[config.mk]
export PLATFORM = sky130hd
export DESIGN_NAME = mod_pipe_stage
export DESIGN_NICKNAME = d
export VERILOG_FILES = /design/src/rtl/mod_pipe_stage.sv
export SDC_FILE = /design/constraint.sdc
export NUM_CORES = 1
export LEC_CHECK = 0
export CAP_MARGIN = 20
export CELL_PAD_IN_SITES_DETAIL_PLACEMENT = 1
export CELL_PAD_IN_SITES_GLOBAL_PLACEMENT = 1
export CORE_ASPECT_RATIO = 1.2
export CORE_MARGIN = 4
export CORE_UTILIZATION = 40
export CTS_CLUSTER_DIAMETER = 100
export DETAILED_ROUTE_END_ITERATION = 10
export PLACE_DENSITY_LB_ADDON = 0.1
export SLEW_MARGIN = 15
export SYNTH_ARGS = -nofsm -noshare
export SYNTH_HDL_FRONTEND = slang
export SYNTH_SLANG_ARGS = --single-unit
[constraint.sdc]
create_clock -name clk_i -period 2.1 [get_ports clk_i]
set_input_delay 0.63 -clock clk_i [delete_from_list [all_inputs] [get_ports clk_i]]
set_output_delay 0.63 -clock clk_i [all_outputs]
set_load 0.05 [all_outputs]
[src/rtl/mod_pipe_stage.sv]
// Pipeline register slice with a valid/ready handshake, an optional 2-entry skid buffer,
// stall and flush. The payload is split into a control field, which reads as zero whenever
// the output is invalid, and a data field, which keeps its last value.
module mod_pipe_stage #(
    parameter int unsigned CTRL_W  = 7,
    parameter int unsigned DATA_W  = 101,
    parameter bit          SKID_EN = 1'b1
) (
    input  logic              clk_i,
    input  logic              rst_ni,
    input  logic              stall_i,
    input  logic              flush_i,
    input  logic              in_valid_i,
    output logic              in_ready_o,
    input  logic [CTRL_W-1:0] in_ctrl_i,
    input  logic [DATA_W-1:0] in_data_i,
    output logic              out_valid_o,
    input  logic              out_ready_i,
    output logic [CTRL_W-1:0] out_ctrl_o,
    output logic [DATA_W-1:0] out_data_o,
    output logic [1:0]        occupancy_o
);

    typedef enum logic [1:0] {
        StEmpty = 2'd0,
        StOne   = 2'd1,
        StFull  = 2'd2
    } state_e;

    state_e            state_q, state_d;
    logic [CTRL_W-1:0] main_ctrl_q, main_ctrl_d;
    logic [DATA_W-1:0] main_data_q, main_data_d;
    logic [CTRL_W-1:0] skid_ctrl_q, skid_ctrl_d;
    logic [DATA_W-1:0] skid_data_q, skid_data_d;

    logic in_fire;
    logic out_fire;
    logic out_valid;

    assign out_valid = (state_q != StEmpty);

    // Upstream ready; the skid variant only looks at local state so out_ready_i never
    // reaches in_ready_o combinationally.
    always_comb begin
        in_ready_o = 1'b0;
        if (SKID_EN) begin
            in_ready_o = (state_q != StFull) && !stall_i && !flush_i;
        end else begin
            in_ready_o = ((state_q == StEmpty) || out_ready_i) && !stall_i && !flush_i;
        end
    end

    assign in_fire  = in_valid_i && in_ready_o;
    assign out_fire = out_valid && out_ready_i && !stall_i && !flush_i;

    // Next-state and register update selection; stall needs no branch because it
    // suppresses both fires, which leaves every register holding.
    always_comb begin
        state_d     = state_q;
        main_ctrl_d = main_ctrl_q;
        main_data_d = main_data_q;
        skid_ctrl_d = skid_ctrl_q;
        skid_data_d = skid_data_q;

        if (flush_i) begin
            // Entries are discarded; data is left alone so out_data_o keeps its value.
            state_d = StEmpty;
        end else begin
            unique case (state_q)
                StEmpty: begin
                    if (in_fire) begin
                        state_d     = StOne;
                        main_ctrl_d = in_ctrl_i;
                        main_data_d = in_data_i;
                    end
                end
                StOne: begin
                    if (in_fire && out_fire) begin
                        main_ctrl_d = in_ctrl_i;
                        main_data_d = in_data_i;
                    end else if (in_fire) begin
                        if (SKID_EN) begin
                            state_d     = StFull;
                            skid_ctrl_d = in_ctrl_i;
                            skid_data_d = in_data_i;
                        end else begin
                            // Cannot occur without a skid buffer: in_fire implies out_fire.
                            main_ctrl_d = in_ctrl_i;
                            main_data_d = in_data_i;
                        end
                    end else if (out_fire) begin
                        state_d = StEmpty;
                    end
                end
                StFull: begin
                    // in_ready_o is low here, so only a drain can happen.
                    if (out_fire) begin
                        state_d     = StOne;
                        main_ctrl_d = skid_ctrl_q;
                        main_data_d = skid_data_q;
                    end
                end
                default: begin
                    state_d = StEmpty;
                end
            endcase
        end
    end

    // State and payload registers with asynchronous clear.
    always_ff @(posedge clk_i or negedge rst_ni) begin
        if (!rst_ni) begin
            state_q     <= StEmpty;
            main_ctrl_q <= '0;
            main_data_q <= '0;
            skid_ctrl_q <= '0;
            skid_data_q <= '0;
        end else begin
            state_q     <= state_d;
            main_ctrl_q <= main_ctrl_d;
            main_data_q <= main_data_d;
            skid_ctrl_q <= skid_ctrl_d;
            skid_data_q <= skid_data_d;
        end
    end

    // Output decode: control masked to a bubble when empty, occupancy from state.
    always_comb begin
        out_valid_o = out_valid;
        out_ctrl_o  = out_valid ? main_ctrl_q : '0;
        out_data_o  = main_data_q;
        unique case (state_q)
            StOne:   occupancy_o = 2'd1;
            StFull:  occupancy_o = 2'd2;
            default: occupancy_o = 2'd0;
        endcase
    end

`ifndef SYNTHESIS
    // A presented entry stays put until it is taken or flushed.
    a_hold_stable : assert property (@(posedge clk_i) disable iff (!rst_ni)
        (out_valid_o && !out_fire && !flush_i)
            |=> (out_valid_o && $stable(out_data_o) && $stable(out_ctrl_o)));

    // Bubbles never carry control bits.
    a_bubble_zero : assert property (@(posedge clk_i) disable iff (!rst_ni)
        !out_valid_o |-> (out_ctrl_o == '0));

    // Without a skid buffer the second entry slot is never used.
    a_no_full : assert property (@(posedge clk_i) disable iff (!rst_ni)
        !SKID_EN |-> (state_q != StFull));
`endif

endmodule

==> results of run 1 <==
report_power, final:
part | switching [W] | leakage [nW] | internal [W]
clock network | 0.00156 | 0.370 | 0.00244
registers | 0.000463 | 2.64 | 0.00498
logic | 0.00237 | 2.56 | 0.00137
total | 0.00439 | 5.58 | 0.00879
per-layer routing:
| layer | wire [um] | global-route usage | part of all wire | up-vias |
|---|---|---|---|---|
| met1 | 10700 | 0.247 | 0.40 | 3567 |
| met4 | 663 | 0.0539 | 0.025 | 2 |
| li1 | - | - | - | 3246 |
| met3 | 1700 | 0.0478 | 0.064 | 39 |
| met5 | 7 | 0 | 0.00026 | - |
| met2 | 13400 | 0.340 | 0.51 | 174 |
cell usage in the layout, fill, tap and decap left out, drive strengths merged:
cell / synthesis / routed
o21ai: 3 / 3
nand4: 1 / 1
a21oi: 110 / 110
bufinv: 0 / 2
nor3: 1 / 1
nand2: 2 / 2
mux2: 110 / 110
clkbuf: 24 / 32
nand2b: 1 / 1
a211oi: 1 / 1
and2b: 1 / 1
nor2: 3 / 3
nor2b: 9 / 9
clkdlybuf4s50: 0 / 110
dfrtp: 218 / 218
nand4b: 1 / 1
inv: 2 / 2
nand3b: 1 / 1
clkinv: 0 / 3
mux2i: 107 / 107
a31oi: 107 / 107
dlygate4sd2: 0 / 2
buf: 46 / 166
stage by stage:
stage / util / TNS, ps / instances / power, W
4_1_cts: 0.559 / 0 / 1308 / 0.0133
3_3_place_gp: 0.525 / -22160 / 1266 / 0.00909
2_1_floorplan: - / 0 / 748 / 0.00772
6_report: 0.561 / 0 / 1308 / 0.0132
5_1_grt: 0.561 / -420 / 1308 / 0.0138
3_5_place_dp: 0.525 / -44760 / 1266 / 0.00927
state kept, by name, summed over array words and instances (netlist names):
| register | flops |
|---|---|
| skid_data_q | 101 |
| main_ctrl_q | 7 |
| skid_ctrl_q | 7 |
| state_q | 2 |
| out_data_o | 101 |
worst max-delay path, delay by kind of cell, from the launching register on:
family,cells,cell delay (ps)
buffers and inverters,2,310
flip-flops,1,450
AND/OR/NAND/NOR,2,190
logic make-up after synthesis:
| family | after synthesis | share of synthesized area |
|---|---|---|
| AO/OA/AOI/OAI | 221 | 0.132 |
| multiplexers | 217 | 0.244 |
| AND/OR/NAND/NOR | 20 | 0.0141 |
| buffers and inverters | 72 | 0.0344 |
| flip-flops | 218 | 0.576 |
repair_timing:
action / CTS / global route
pin swaps: 1 / 2
setup buffers: 6 / 0
setup endpoints to repair: 11 / 10
gates resized for setup: 5 / 18
how the worst max path moves through the flow:
stage / from / to / slack, ps / cells after the start
3_5_place_dp: in_valid_i / out_data_o[41]$_DFFE_PN0P_ / -300 / 7
4_1_cts: state_q[0]$_DFFE_PN0P_ / out_ctrl_o[5] / 3 / 4
2_1_floorplan: state_q[1]$_DFFE_PN0P_ / in_ready_o / 40 / 5
5_1_grt: state_q[0]$_DFFE_PN0P_ / out_ctrl_o[5] / -50 / 4
3_3_place_gp: flush_i / in_ready_o / -170 / 4
6_report: state_q[0]$_DFFE_PN0P_ / out_ctrl_o[5] / 20 / 4
final cells by class:
type | count | area, um^2
clock inverters | 5 | 75.1
flip-flops and latches | 218 | 5460
repair buffers | 278 | 2720
inverters | 2 | 7.51
well taps | 315 | 394
clock buffers | 32 | 669
multi-input cells | 458 | 3740
fillers | 2353 | 10200
==> results.json, run 1 <==
{
  "finalHoldViolCount": 0,
  "hold_buffers": 0,
  "fin_crit_ps": 2080,
  "outcome": "finished clean",
  "cp_slowest_cell": "dfrtp_2",
  "synth_top_flop_cell": "dfrtp_1",
  "r2r-end": "out_data_o[53]$_DFFE_PN0P_",
  "path_clk_slew_ps": 60,
  "h-tree-depth": 1,
  "track_usage": 0.197,
  "dp_hpwl_um": 18700,
  "syn-num-nets": 862,
  "peakVddDrop_v": 0.000649,
  "cp_common_cell": "buf_6",
  "wl_per_cell_um": 20.2,
  "power_density_nw_per_um2": 1010,
  "dpl_cell_area_um2": 12200,
  "setup_violations": 0,
  "period_share": 0.990,
  "ant_nets": 0,
  "drt_iter0_markers": 211,
  "grt_start_max_net_pins": 87,
  "drcViolationCount": 0,
  "reg2reg_slack_ps": 240,
  "post_route_cells_drive_above_1_share": 0.307,
  "worst_hold_slack_ps": 49.2,
  "synth_edf_count": 0,
  "maxCapViolations": 0,
  "die_x_um": 148,
  "synth_seq_cells": 218,
  "final.setup.worst_slack_ps": 21.1,
  "synthTopCellsByCount": "dfrtp_1 (218), a21oi_1 (110), a31oi_1 (107), mux2i_1 (107), mux2_2 (89)",
  "synth.most_common_cell": "dfrtp_1",
  "rows": 61,
  "netlist_area_um2": 9470,
  "cp.required_ps": 1470,
  "start_kind": "flop",
  "rsz0062_at_grt": "true",
  "cts_buffer_depth": 3,
  "grt_pass1_wl_um": 42000,
  "finalClockSkew_ps": 9.80,
  "layout.nets": 1095,
  "async_reset_ff_frac": 1.00,
  "gp_congestion": 0.797,
  "grt_pass1_vias": 7584,
  "antenna_found_initial": 1,
  "cts_tree": "done",
  "numCtsBuffers": 23,
  "areaGrowthSynthToFinish_pct": 38.0,
  "ys_top_cells_by_area": "dfrtp_1 (58%), mux2i_1 (11%), mux2_2 (11%)",
  "critPathKind": "reg2out",
  "ys_seq_area_frac": 0.576,
  "min_path_type": "in2async",
  "cts_root_buffer": "clkbuf_16",
  "ioPinCount": 226,
  "slew_headroom": 0.715,
  "slew_violations": 0,
  "cp_max_fo": 8,
  "rr_worst_depth": 6,
  "dieHeight_um": 177,
  "cp_cell_sequence": "nor2_2 > buf_6 > nor2b_2 > buf_6",
  "antenna_cells": 0,
  "drtPass1Iterations": 4,
  "fp.coreArea_um2": 23300,
  "syn_avg_cell_area_um2": 12.7,
  "place_ws_ps": -304,
  "drt-total-wl_um": 26400,
  "vias_per_cell": 5.37,
  "clkSinkCount": 218,
  "grt_overflow": 0,
  "worst_slew_pin_slew_ps": 427,
  "cp.arrival_ps": 1450,
  "synth.largest_area_cell": "dfrtp_1",
  "regToRegStartpoint": "state_q[1]$_DFFE_PN0P_",
  "ys_warn_count": 0,
  "cp-end-kind": "primary output",
  "slowest_delay_ps": 450,
  "finalInstanceArea_um2": 13100,
  "io_buffers": 225,
  "clk-insertion-delay-late_ps": 490,
  "dr_total_vias": 7028,
  "syn_inst": 748,
  "post_synth_num_cell_types": 24,
  "clock.fmax_ghz": 0.481,
  "dieArea_um2": 26200,
  "leakagePower_nw": 5.58,
  "start_util": 0.407,
  "synth_top_cell_area_share": 0.576
}
Note: power is estimated with default switching activity, not from simulation.
==> run 2: changes to the inputs <==
CTS_CLUSTER_DIAMETER = not set   (was 100)
==> results of run 2 <==
Same layout as run 1: the final DEF is identical, and so are final timing and power.
==> run 3: changes to the inputs <==
CAP_MARGIN = not set   (was 20)
==> results of run 3 <==
Same layout as run 1: the final DEF is identical, and so are final timing and power.
